[src/rtl/wb_stage.sv]
// -----------------------------------------------------------------------------
// wb_stage -- write-back stage of the 5-stage pipelined core.
//
// Purpose:
//   Sits directly behind the MEM/WB pipeline register. Selects and formats the
//   register-file write data, drives the register-file write port, keeps a
//   one-entry WB->ID bypass register, counts retired instructions and runs the
//   halt sequence (RUN -> DRAIN -> HALTED) that stops the core cleanly.
//
// Optional feature:
//   WB_BRSTAT_EN -- when defined, NUM_BR_TAKEN counts retired taken
//   control-flow instructions. When undefined, NUM_BR_TAKEN is tied to zero.
//
// Parameters:
//   DRAIN_CYCLES  cycles spent in DRAIN after a retiring HALT (0..15)
//   CNT_W         width of the statistics counters
//
// Ports:
//   CLK, RSTn       clock (posedge), asynchronous active-low reset
//   RWSrc           write-data select: 00 ALUOUT, 01 load, 10 ADD_PC, 11 zero
//   OPSrc           load format: 00 word, 01 sbyte, 10 shalf, 11 ubyte
//   PCSrc           nonzero = retiring instruction is control-flow
//   RF_WE           write enable from MEM/WB
//   NUM_CHECK       a real instruction (not a bubble) is retiring
//   ALUOUT          ALU result / memory address
//   ADD_PC          PC+4 of the retiring instruction
//   D_MEM_DI        raw data-memory read word
//   WA              destination register
//   HALT_IN         retiring instruction is HALT
//   Branch_Cond     branch condition evaluated true
//   RF_WA/RF_WD/RF_WE_OUT   register-file write port (combinational)
//   FWD_VALID/FWD_WA/FWD_WD bypass register (registered)
//   NUM_INST        retired-instruction count
//   NUM_BR_TAKEN    taken control-flow count (zero unless WB_BRSTAT_EN)
//   HALT_OUT        core halted (registered)
//   dbg_state       current halt FSM state (0 RUN, 1 DRAIN, 2 HALTED)
//
// Handshake note: this stage has no valid/ready flow control. NUM_CHECK acts
// as the per-cycle valid qualifier for counting and halting; RF_WE qualifies
// the write. The stage never stalls, so there is no ready.
// -----------------------------------------------------------------------------
module wb_stage #(
  parameter int unsigned DRAIN_CYCLES = 2,
  parameter int unsigned CNT_W        = 32
) (
  input  logic             CLK,
  input  logic             RSTn,
  input  logic [1:0]       RWSrc,
  input  logic [1:0]       OPSrc,
  input  logic [1:0]       PCSrc,
  input  logic             RF_WE,
  input  logic             NUM_CHECK,
  input  logic [31:0]      ALUOUT,
  input  logic [31:0]      ADD_PC,
  input  logic [31:0]      D_MEM_DI,
  input  logic [4:0]       WA,
  input  logic             HALT_IN,
  input  logic             Branch_Cond,
  output logic [4:0]       RF_WA,
  output logic [31:0]      RF_WD,
  output logic             RF_WE_OUT,
  output logic             FWD_VALID,
  output logic [4:0]       FWD_WA,
  output logic [31:0]      FWD_WD,
  output logic [CNT_W-1:0] NUM_INST,
  output logic [CNT_W-1:0] NUM_BR_TAKEN,
  output logic             HALT_OUT,
  output logic [1:0]       dbg_state
);

  typedef enum logic [1:0] {
    ST_RUN    = 2'd0,
    ST_DRAIN  = 2'd1,
    ST_HALTED = 2'd2
  } state_e;

  // Drain counter is 4 bits wide; DRAIN_CYCLES is legal only in 0..15.
  localparam logic [3:0] DRAIN_INIT = 4'(DRAIN_CYCLES);

  state_e           state_q, state_d;
  logic [3:0]       drain_cnt_q, drain_cnt_d;
  logic             halt_out_q, halt_out_d;

  logic             fwd_valid_q, fwd_valid_d;
  logic [4:0]       fwd_wa_q, fwd_wa_d;
  logic [31:0]      fwd_wd_q, fwd_wd_d;

  logic [CNT_W-1:0] num_inst_q, num_inst_d;

  logic [7:0]       load_byte;
  logic [15:0]      load_half;
  logic [31:0]      load_data;
  logic [31:0]      wd;
  logic             rf_we_out;
  logic             not_halted;

  assign not_halted = (state_q != ST_HALTED);

  // ---------------------------------------------------------------------------
  // Load formatting. Byte lane chosen by ALUOUT[1:0], half lane by ALUOUT[1];
  // a misaligned half (ALUOUT[0]=1) simply ignores bit 0.
  // ---------------------------------------------------------------------------
  always_comb begin
    load_byte = 8'h00;
    case (ALUOUT[1:0])
      2'd0:    load_byte = D_MEM_DI[7:0];
      2'd1:    load_byte = D_MEM_DI[15:8];
      2'd2:    load_byte = D_MEM_DI[23:16];
      default: load_byte = D_MEM_DI[31:24];
    endcase

    load_half = ALUOUT[1] ? D_MEM_DI[31:16] : D_MEM_DI[15:0];

    load_data = D_MEM_DI;
    case (OPSrc)
      2'b00:   load_data = D_MEM_DI;
      2'b01:   load_data = {{24{load_byte[7]}}, load_byte};
      2'b10:   load_data = {{16{load_half[15]}}, load_half};
      default: load_data = {24'h000000, load_byte};
    endcase
  end

  // ---------------------------------------------------------------------------
  // Write-data select (purely combinational, no added latency).
  // ---------------------------------------------------------------------------
  always_comb begin
    wd = 32'h0;
    case (RWSrc)
      2'b00:   wd = ALUOUT;
      2'b01:   wd = load_data;
      2'b10:   wd = ADD_PC;
      default: wd = 32'h0;
    endcase
  end

  // x0 is hardwired to zero, so its writes never reach the register file.
  // During reset state_q is RUN, so only the WA gate applies.
  assign rf_we_out = RF_WE & (WA != 5'd0) & not_halted;

  assign RF_WA     = WA;
  assign RF_WD     = wd;
  assign RF_WE_OUT = rf_we_out;

  // ---------------------------------------------------------------------------
  // Halt FSM next-state and registered HALT_OUT.
  // ---------------------------------------------------------------------------
  always_comb begin
    state_d     = state_q;
    drain_cnt_d = drain_cnt_q;
    halt_out_d  = halt_out_q;
    case (state_q)
      ST_RUN: begin
        // A flushed HALT (NUM_CHECK=0) never starts the sequence.
        if (HALT_IN && NUM_CHECK) begin
          if (DRAIN_INIT == 4'd0) begin
            state_d    = ST_HALTED;
            halt_out_d = 1'b1;
          end else begin
            state_d     = ST_DRAIN;
            drain_cnt_d = DRAIN_INIT;
          end
        end
      end
      ST_DRAIN: begin
        // The <= also covers a zero count, so DRAIN can never stick.
        if (drain_cnt_q <= 4'd1) begin
          state_d     = ST_HALTED;
          drain_cnt_d = 4'd0;
          halt_out_d  = 1'b1;
        end else begin
          drain_cnt_d = drain_cnt_q - 4'd1;
        end
      end
      ST_HALTED: begin
        halt_out_d = 1'b1;
      end
      default: begin
        state_d     = ST_RUN;
        drain_cnt_d = 4'd0;
        halt_out_d  = 1'b0;
      end
    endcase
  end

  always_ff @(posedge CLK or negedge RSTn) begin
    if (!RSTn) begin
      state_q     <= ST_RUN;
      drain_cnt_q <= 4'd0;
      halt_out_q  <= 1'b0;
    end else begin
      state_q     <= state_d;
      drain_cnt_q <= drain_cnt_d;
      halt_out_q  <= halt_out_d;
    end
  end

  assign HALT_OUT  = halt_out_q;
  assign dbg_state = state_q;

  // ---------------------------------------------------------------------------
  // Bypass register: captures every committed write, valid for one cycle.
  // Address/data hold when no write commits.
  // ---------------------------------------------------------------------------
  always_comb begin
    fwd_valid_d = rf_we_out;
    fwd_wa_d    = fwd_wa_q;
    fwd_wd_d    = fwd_wd_q;
    if (rf_we_out) begin
      fwd_wa_d = WA;
      fwd_wd_d = wd;
    end
  end

  always_ff @(posedge CLK or negedge RSTn) begin
    if (!RSTn) begin
      fwd_valid_q <= 1'b0;
      fwd_wa_q    <= 5'd0;
      fwd_wd_q    <= 32'h0;
    end else begin
      fwd_valid_q <= fwd_valid_d;
      fwd_wa_q    <= fwd_wa_d;
      fwd_wd_q    <= fwd_wd_d;
    end
  end

  assign FWD_VALID = fwd_valid_q;
  assign FWD_WA    = fwd_wa_q;
  assign FWD_WD    = fwd_wd_q;

  // ---------------------------------------------------------------------------
  // Retired-instruction counter. Counts in RUN and DRAIN (the retiring HALT
  // itself is counted), freezes in HALTED, wraps naturally.
  // ---------------------------------------------------------------------------
  always_comb begin
    num_inst_d = num_inst_q;
    if (NUM_CHECK && not_halted) begin
      num_inst_d = num_inst_q + CNT_W'(1);
    end
  end

  always_ff @(posedge CLK or negedge RSTn) begin
    if (!RSTn) begin
      num_inst_q <= '0;
    end else begin
      num_inst_q <= num_inst_d;
    end
  end

  assign NUM_INST = num_inst_q;

  // ---------------------------------------------------------------------------
  // Taken control-flow statistics.
  // ---------------------------------------------------------------------------
`ifdef WB_BRSTAT_EN
  logic [CNT_W-1:0] num_br_q, num_br_d;

  always_comb begin
    num_br_d = num_br_q;
    if (NUM_CHECK && (PCSrc != 2'b00) && Branch_Cond && not_halted) begin
      num_br_d = num_br_q + CNT_W'(1);
    end
  end

  always_ff @(posedge CLK or negedge RSTn) begin
    if (!RSTn) begin
      num_br_q <= '0;
    end else begin
      num_br_q <= num_br_d;
    end
  end

  assign NUM_BR_TAKEN = num_br_q;
`else
  // Branch inputs are only meaningful to the statistics counter.
  logic unused_br;
  assign unused_br    = ^{PCSrc, Branch_Cond};
  assign NUM_BR_TAKEN = '0;
`endif

endmodule

[config.mk]
export PLATFORM = sky130hd
export DESIGN_NAME = wb_stage
export DESIGN_NICKNAME = d
export VERILOG_FILES = /design/src/rtl/wb_stage.sv
export SDC_FILE = /design/constraint.sdc
export NUM_CORES = 1
export LEC_CHECK = 0
export ABC_AREA = 1
export BUFFER_PORTS_ARGS = -buffer_cell sky130_fd_sc_hd__buf_2
export CAP_MARGIN = 5
export CORE_MARGIN = 4
export CORE_UTILIZATION = 49
export CTS_CLUSTER_SIZE = 24
export DETAILED_ROUTE_END_ITERATION = 10
export PLACE_DENSITY = 0.83
export SLEW_MARGIN = 30
export SYNTH_ARGS = -nofsm -noshare
export SYNTH_HDL_FRONTEND = slang
export SYNTH_SLANG_ARGS = --single-unit
export TNS_END_PERCENT = 20
[constraint.sdc]
create_clock -name CLK -period 2.2 [get_ports CLK]
set_input_delay 0.22 -clock CLK [delete_from_list [all_inputs] [get_ports CLK]]
set_output_delay 0.22 -clock CLK [all_outputs]
set_load 0.01 [all_outputs]
Yosys cells after proc, flatten, opt, wreduce, memory -nomap -nowiden --
Cells that the tools add are included.
Storage, ports and cells: word-level logic and storage cells 47, output and inout port bits 143, flip-flop bits (word level) 77
Operators by class: $lt $le $gt $ge 1, add/sub/neg operators 2, reduce and logical (&&, ||, !) cells 10, bitwise operators 4, multiplexer cells 12, eq/ne operators 11
Operators with widths (count):
- 32-bit case mux with 3 select lines | 2
- 32-bit by 1-bit adder with 32-bit output, second input constant | 1
- 8-bit case mux with 3 select lines | 1
- 16-bit 2-to-1 mux | 1
- 4-bit case mux with 3 select lines | 1
- 2-bit by 1-bit equality test with 1-bit output, second input constant | 4
- 2-bit equality test, second input constant | 4
- 2-bit zero test | 4
- 4-bit 2-to-1 mux | 2
- 2-bit != test, second input constant | 3
- 2-bit case mux with 3 select lines | 1
- 5-bit nonzero test | 1
- 4-bit by 1-bit less-or-equal comparator with 1-bit output, second input constant | 1
- 2-bit 2-to-1 mux | 2
- 2-bit AND reduction | 2
- 4-bit by 1-bit subtractor with 4-bit output, second input constant | 1
- 1-bit case mux with 3 select lines | 1
- 3-bit AND reduction | 1
- 1-bit bitwise AND | 2
- 1-bit logical AND | 2
- 1-bit inverter | 2
- 1-bit 2-to-1 mux | 1

Longest topological paths before layout --
Gate-level depths: netlist of run 1.
depth in word-level cells 4, gate-level depth with buffers 12

Worst setup path after synthesis of run 1 --
OpenSTA, ideal clock, no wires.
path type reg-to-reg, from reg state_q[0] (netlist: dbg_state[0]), to reg num_inst_q[14] (netlist: NUM_INST[14]), stages on the path, launching flop included 10, required time 2074 ps, arrival 1553 ps, setup slack 521 ps, buffers on the path 0, path through dfrtp_1 inv_1 ha_1 nor2_4 nand2_2 nor3_4 nand2_2 nor2_2 nand2_1 xnor2_1
On the way: word-level cells in the longest chain between the ends 2
Ends and longest elaborated chain:
- from (decl) | line 80 | state_e state_q, state_d;
- from (signal assigned) | line 191 | state_q <= state_d;
- 2-bit != test | line 97 | assign not_halted = (state_q != ST_HALTED);
- 1-bit logical AND | line 236 | if (NUM_CHECK && not_halted) begin
- to (signal assigned) | line 245 | num_inst_q <= num_inst_d;
- to (decl) | line 88 | logic [CNT_W-1:0] num_inst_q, num_inst_d;
No other way between the ends. A chain may end at the register's enable or synchronous reset.

Worst setup path after layout of run 1 --
from reg state_q[0] (netlist: dbg_state[0]), to out RF_WE_OUT
On the way: word-level cells in the longest chain between the ends 2
Ends and longest elaborated chain:
- 2-bit != test | line 97
- 1-bit bitwise AND | line 138 | assign rf_we_out = RF_WE & (WA != 5'd0) & not_halted;
- to (decl) | line 61 | output logic RF_WE_OUT,
No other way between the ends.

==> results of run 1 <==
## per-stage QoR
stage	hold WS, ns	util [%]	cells	worst slack [ns]
2_1_floorplan	-0.0756	-	900	0.521
3_3_place_gp	0.444	59.1	1204	0.353
3_5_place_dp	0.234	59.2	1205	0.326
4_1_cts	0.102	61.8	1222	0.0915
5_1_grt	0.123	61.9	1222	0.0945
6_report	0.111	61.9	1222	0.216
## cells by family after synthesis
family	Yosys count	synth area share (%)
simple gates	498	38.4
other cells	1	0.0650
xor+xnor	23	3.49
flops	77	33.4
buf+inv	185	16.0
fa+ha+maj	6	1.30
compound gates	79	7.35
## cells in the mapped netlist, types with 5 or more instances
library cell	number
buf_2	13
nor2_1	41
dfrtp_1	77
nand3_1	83
nand3_2	8
xor2_1	18
clkbuf_1	9
nand4_1	8
buf_4	40
nor3_1	9
ha_1	6
o21ai_1	14
nand2_2	23
a21oi_1	10
buf_6	8
nand2_1	311
inv_1	107
inv_2	6
xnor2_1	5
o21ai_0	44
o21a_1	6
## power groups by stage
stage          sequential [mW]  combinational, mW  clock (mW)
2_1_floorplan             2.16               1.13           0
3_3_place_gp              2.04               2.00           0
3_5_place_dp              2.04               2.05           0
4_1_cts                   2.02               2.06        1.48
5_1_grt                   2.07               2.32        1.54
6_report                  2.03               2.05        1.45
## metal layers
layer | part of all wire (%) | global-route usage (%)
met1 | 40 | 34.2
met2 | 47 | 45.2
met3 | 9.7 | 6.27
met4 | 3.3 | 11.1
met5 | 0 | 0
## cell type report
cell class / instances / area, um^2 / area share, %
tap: 143 / 179 / 2.52
inverter: 114 / 428 / 6.03
clock buffer: 9 / 225 / 3.17
multi-input combinational: 638 / 3040 / 42.9
timing repair buffer: 234 / 1230 / 17.3
clock inverter: 7 / 63.8 / 0.899
sequential: 77 / 1930 / 27.2
## path summary, 6_finish.rpt
check	start	slack, ns	endpoint
worst min-delay path	WA[4]	0.11	FWD_WA[4]$_DFFE_PN0P_
worst min register to register	FWD_WD[26]$_DFFE_PN0P_	0.47	FWD_WD[26]$_DFFE_PN0P_
max in group asynchronous	RSTn	1.21	FWD_WD[23]$_DFFE_PN0P_
worst max register to register	dbg_state[0]$_DFFE_PN0P_	0.38	NUM_INST[20]$_DFFE_PN0P_
min in group asynchronous	RSTn	0.40	NUM_INST[17]$_DFFE_PN0P_
worst max-delay path	dbg_state[0]$_DFFE_PN0P_	0.22	RF_WE_OUT
## repair_timing
| item | in CTS | in global routing |
|---|---|---|
| endpoints found under the setup margin | 0 | 1 |
| hold endpoints to repair | 39 | 0 |
| hold buffers | 1 | 0 |
| gates resized for setup | 0 | 1 |
## flip-flops by register name, indices dropped and copies added (netlist names)
signal / cells
FWD_VALID: 1
FWD_WA: 5
FWD_WD: 32
HALT_OUT: 1
NUM_INST: 32
dbg_state: 2
drain_cnt_q: 4
## critical path: stages (launching register included)
cell and delay, ns:
dfrtp_1 0.37, inv_1 0.08, ha_1 0.26, inv_1 0.09, nand3_2 0.08, clkinv_1 0.06, buf_6 0.29, buf_2 0.20
==> results.py, run 1 <==
metrics = {
    "logic_synthesis": {
        "syn_area_um2": 5770,
        "synth-edff-count": 0,
        "synth_cell_types": 38,
        "avgSynthCellArea_um2": 6.64,
        "postSynthCellCount": 869,
        "synthFlopType": "dfrtp_1",
        "ys_top_cells_by_area": "dfrtp_1 (33%), nand2_1 (20%), nand3_1 (7.2%), inv_1 (7.0%), buf_4 (5.2%)",
        "yosys_warnings": 0,
        "synth_top_area_share_pct": 33.4,
        "yosysTopAreaCell": "dfrtp_1",
        "yosysSeqAreaShare_pct": 33.4,
        "ys_ff_latch": 77,
        "async_flop_share_pct": 100,
    },
    "timing": {
        "tightest_slew_ns": 0.627,
        "setup_viol": 0,
        "max_freq_mhz": 504,
        "finalClockSkew_ns": 0.0102,
        "rsz0062_at_grt": "false",
        "setup_tns_ns": 0,
        "period_share_pct": 90.2,
        "hold_viol_final": 0,
        "drv_slew": 0,
        "min_period_ns": 1.98,
        "relSlewSlack_pct": 58.0,
    },
    "power": {
        "p_int_mw": 3.31,
        "peakVddDrop_v": 0.000533,
        "clkPwrFrac_pct": 26.2,
        "power.switching_mw": 2.21,
        "power.leakage_nw": 4.12,
        "seqPwrFrac_pct": 36.7,
        "p_total_mw": 5.52,
        "switching_share_pct": 40.1,
        "p_per_area_nw_per_um2": 778,
        "power_frac_comb_pct": 37.1,
    },
    "global_routing": {
        "grt_pass1_vias": 5912,
        "grt_max_degree": 41,
        "grt_pass1_wl_um": 28800,
        "grtUsageTotal_pct": 27.2,
        "grt.overflow.total": 0,
        "antenna_found_initial": 0,
    },
    "floorplanning": {
        "num_rows": 39,
        "die-area_um2": 13600,
        "coreArea_um2": 11500,
        "start_util_pct": 50.3,
        "ios": 256,
        "die_y_um": 116,
        "die_x_um": 116,
    },
    "drt": {
        "antenna_left": 0,
        "drcViolationCount": 0,
        "vias": 6146,
        "first_iter_violations": 464,
        "dr.pass1.iters": 5,
        "viasPerCell": 5.03,
        "wl_per_cell_um": 15.0,
        "routed_wl_um": 18300,
    },
    "layout": {
        "stdcell_area_um2": 7090,
        "fin_nets": 1193,
        "area_growth_pct": 23.0,
        "fill_cells": 1087,
        "drive_gt1_share_pct": 28.1,
        "insertedDiodeCount": 0,
        "final_common_cell": "nand2_1",
        "final_cell_mix": "nand2_1 (311), buf_2 (219), inv_1 (107)",
    },
    "setup_path": {
        "crit_required_ns": 1.98,
        "cp_max_fo": 37,
        "r2r_cells": 8,
        "cp.arrival_ns": 1.76,
        "path_class": "reg2out",
        "cp-end-kind": "primary output",
        "start_kind": "flip-flop",
    },
    "clock_tree": {
        "post_cts_buffers": 0,
        "cts_root_buf": "clkbuf_16",
        "cts_inserted_buffers": 9,
        "path_clk_slew_ns": 0.07,
        "clkLatencyLatePin_ns": 0.34,
        "cts_tree": "yes",
        "cts.sinks": 77,
        "htreeDepth": 3,
        "ctsLongestPathBuffers": 2,
    },
    "flow_run": {
        "cap_violations": 0,
    },
    "placed_design": {
        "postPlaceCellArea_um2": 6790,
        "place_congestion": 0.964,
        "io_buffers": 220,
        "dp_hpwl_um": 14400,
    },
    "min_path": {
        "hold_class": "in2reg",
        "holdPathStages": 3,
    },
    "outcome": {
        "status": "completed",
    },
}
No activity file was read; power rests on OpenSTA's default activity.
==> inputs of run 2 (changes only) <==
Settings changed: MAX_ROUTING_LAYER set to met4.
==> results.py, run 2 (synthesis results as in run 1) <==
metrics = {
    "setup_path": {
        "start_kind": "flip-flop",
        "r2r_cells": 8,
        "rr_endpoint": "NUM_INST[23]$_DFFE_PN0P_",
        "cp-end-kind": "primary output",
        "cp.arrival_ns": 1.78,
        "rr_startpoint": "dbg_state[0]$_DFFE_PN0P_",
        "cp_max_fo": 37,
        "path_class": "reg2out",
        "r2r_slack_ns": 0.38,
        "crit_required_ns": 1.98,
    },
    "timing": {
        "drv_slew": 0,
        "tightest_slew_ns": 0.888,
        "setup_viol": 0,
        "finalClockSkew_ns": 0.00914,
        "period_share_pct": 90.8,
        "min_period_ns": 2.00,
        "rsz0062_at_grt": "false",
        "setup_tns_ns": 0,
        "relSlewSlack_pct": 40.8,
        "max_freq_mhz": 501,
        "hold_viol_final": 0,
    },
    "clock_tree": {
        "ctsLongestPathBuffers": 2,
        "htreeDepth": 3,
        "cts.sinks": 77,
        "cts_inserted_buffers": 9,
        "post_cts_buffers": 0,
        "cts_tree": "yes",
        "clkLatencyLatePin_ns": 0.34,
        "path_clk_slew_ns": 0.06,
        "cts_root_buf": "clkbuf_16",
    },
    "drt": {
        "viasPerCell": 5.05,
        "drcViolationCount": 0,
        "routed_wl_um": 18200,
        "dr.pass1.iters": 8,
        "wl_per_cell_um": 14.9,
        "first_iter_violations": 505,
        "antenna_left": 0,
        "vias": 6168,
    },
    "layout": {
        "stdcell_area_um2": 7080,
        "fin_nets": 1194,
        "area_growth_pct": 22.7,
        "fin_util_pct": 61.7,
        "final_common_cell": "nand2_1",
        "final_cell_mix": "nand2_1 (311), buf_2 (219), inv_1 (107)",
        "insertedDiodeCount": 0,
        "drive_gt1_share_pct": 28.0,
    },
    "outcome": {
        "status": "completed",
    },
    "power": {
        "seqPwrFrac_pct": 37.3,
        "power.leakage_nw": 4.11,
        "peakVddDrop_v": 0.000499,
        "switching_share_pct": 39.6,
        "power.switching_mw": 2.15,
        "clkPwrFrac_pct": 25.2,
        "p_int_mw": 3.28,
        "p_per_area_nw_per_um2": 768,
        "power_frac_comb_pct": 37.6,
    },
    "min_path": {
        "hold_class": "in2reg",
        "hp-start": "WA[2]",
        "holdPathStages": 3,
        "min_to": "FWD_WA[2]$_DFFE_PN0P_",
    },
    "placed_design": {
        "place_congestion": 0.942,
        "postPlaceCellArea_um2": 6800,
        "io_buffers": 220,
        "dp_hpwl_um": 14300,
    },
    "global_routing": {
        "grtUsageTotal_pct": 28.0,
        "antenna_found_initial": 0,
        "grt_max_degree": 46,
        "grt.overflow.total": 0,
        "grt_pass1_wl_um": 28500,
        "grt_pass1_vias": 5728,
    },
    "floorplanning": {
        "ios": 256,
        "die_x_um": 116,
        "coreArea_um2": 11500,
        "num_rows": 39,
        "die_y_um": 116,
        "start_util_pct": 50.3,
        "die-area_um2": 13600,
    },
    "flow_run": {
        "cap_violations": 0,
    },
}
run 2: changes by cell type in the layout (fill, tap and decap cells not counted):
cell	before	now
clkbuf_1	0	1
clkinv_2	0	1
buf_4	12	13
inv_6	2	1
inv_8	2	0
run 2: area by class of cell:
class                           count  area [um^2]
Fill cell                        1108         4390
Sequential cell                    77         1930
Clock inverter                      5         37.5
Tap cell                          143          179
Clock buffer                       10          229
Timing Repair Buffer              235         1230
Multi-Input combinational cell    638         3040
Inverter                          114          428
run 2: what timing repair did:
action,4_1_cts,5_1_grt
hold buffers,1,0
hold endpoints to repair,44,0
gates resized for setup,0,1
setup endpoints to repair,0,1
run 2: worst max-delay path: stages (launching register included):
cell,delay (ns)
dfrtp_1,0.37
inv_1,0.08
ha_1,0.26
inv_1,0.09
nand3_2,0.08
clkinv_1,0.06
buf_6,0.28
buf_2,0.20
run 2: through the flow:
step	setup slack [ns]	hold WS (ns)	total power, mW	std cells
floorplan	0.521	-0.0756	3.29	900
global placement	0.305	0.258	4.05	1206
detailed placement	0.281	0.263	4.09	1206
CTS	0.0631	0.0924	5.47	1222
global route	0.0410	0.122	5.84	1222
finish	0.203	0.108	5.44	1222
run 2: per-layer routing:
layer  global-route usage [%]  share of wire (%)  routed length (um)  vias up
li1                         -                  -                   -     3036
met1                     35.3                 41                7530     2767
met2                     44.1                 46                8390      310
met3                     4.77                8.6                1570       55
met4                     12.5                3.7                 675        0
met5                        -                  0                   0        -
run 2: power by group through the flow:
stage          Sequential (mW)  Clock, mW  Combinational, mW
2_1_floorplan             2.16          0               1.13
3_3_place_gp              2.04          0               2.01
3_5_place_dp              2.04          0               2.05
4_1_cts                   2.02       1.39               2.06
5_1_grt                   2.08       1.45               2.32
6_report                  2.03       1.37               2.04
run 2: how the worst max path moves through the flow:
stage	startpoint	to	slack (ns)	depth (start not counted)
finish	dbg_state[0]$_DFFE_PN0P_	RF_WE_OUT	0.20	7
global route	dbg_state[0]$_DFFE_PN0P_	RF_WE_OUT	0.04	7
CTS	dbg_state[0]$_DFFE_PN0P_	RF_WE_OUT	0.06	7
detailed placement	RWSrc[0]	RF_WD[7]	0.28	5
global placement	RWSrc[0]	RF_WD[7]	0.31	5
floorplan	dbg_state[0]$_DFFE_PN0P_	NUM_INST[14]$_DFFE_PN0P_	0.52	9
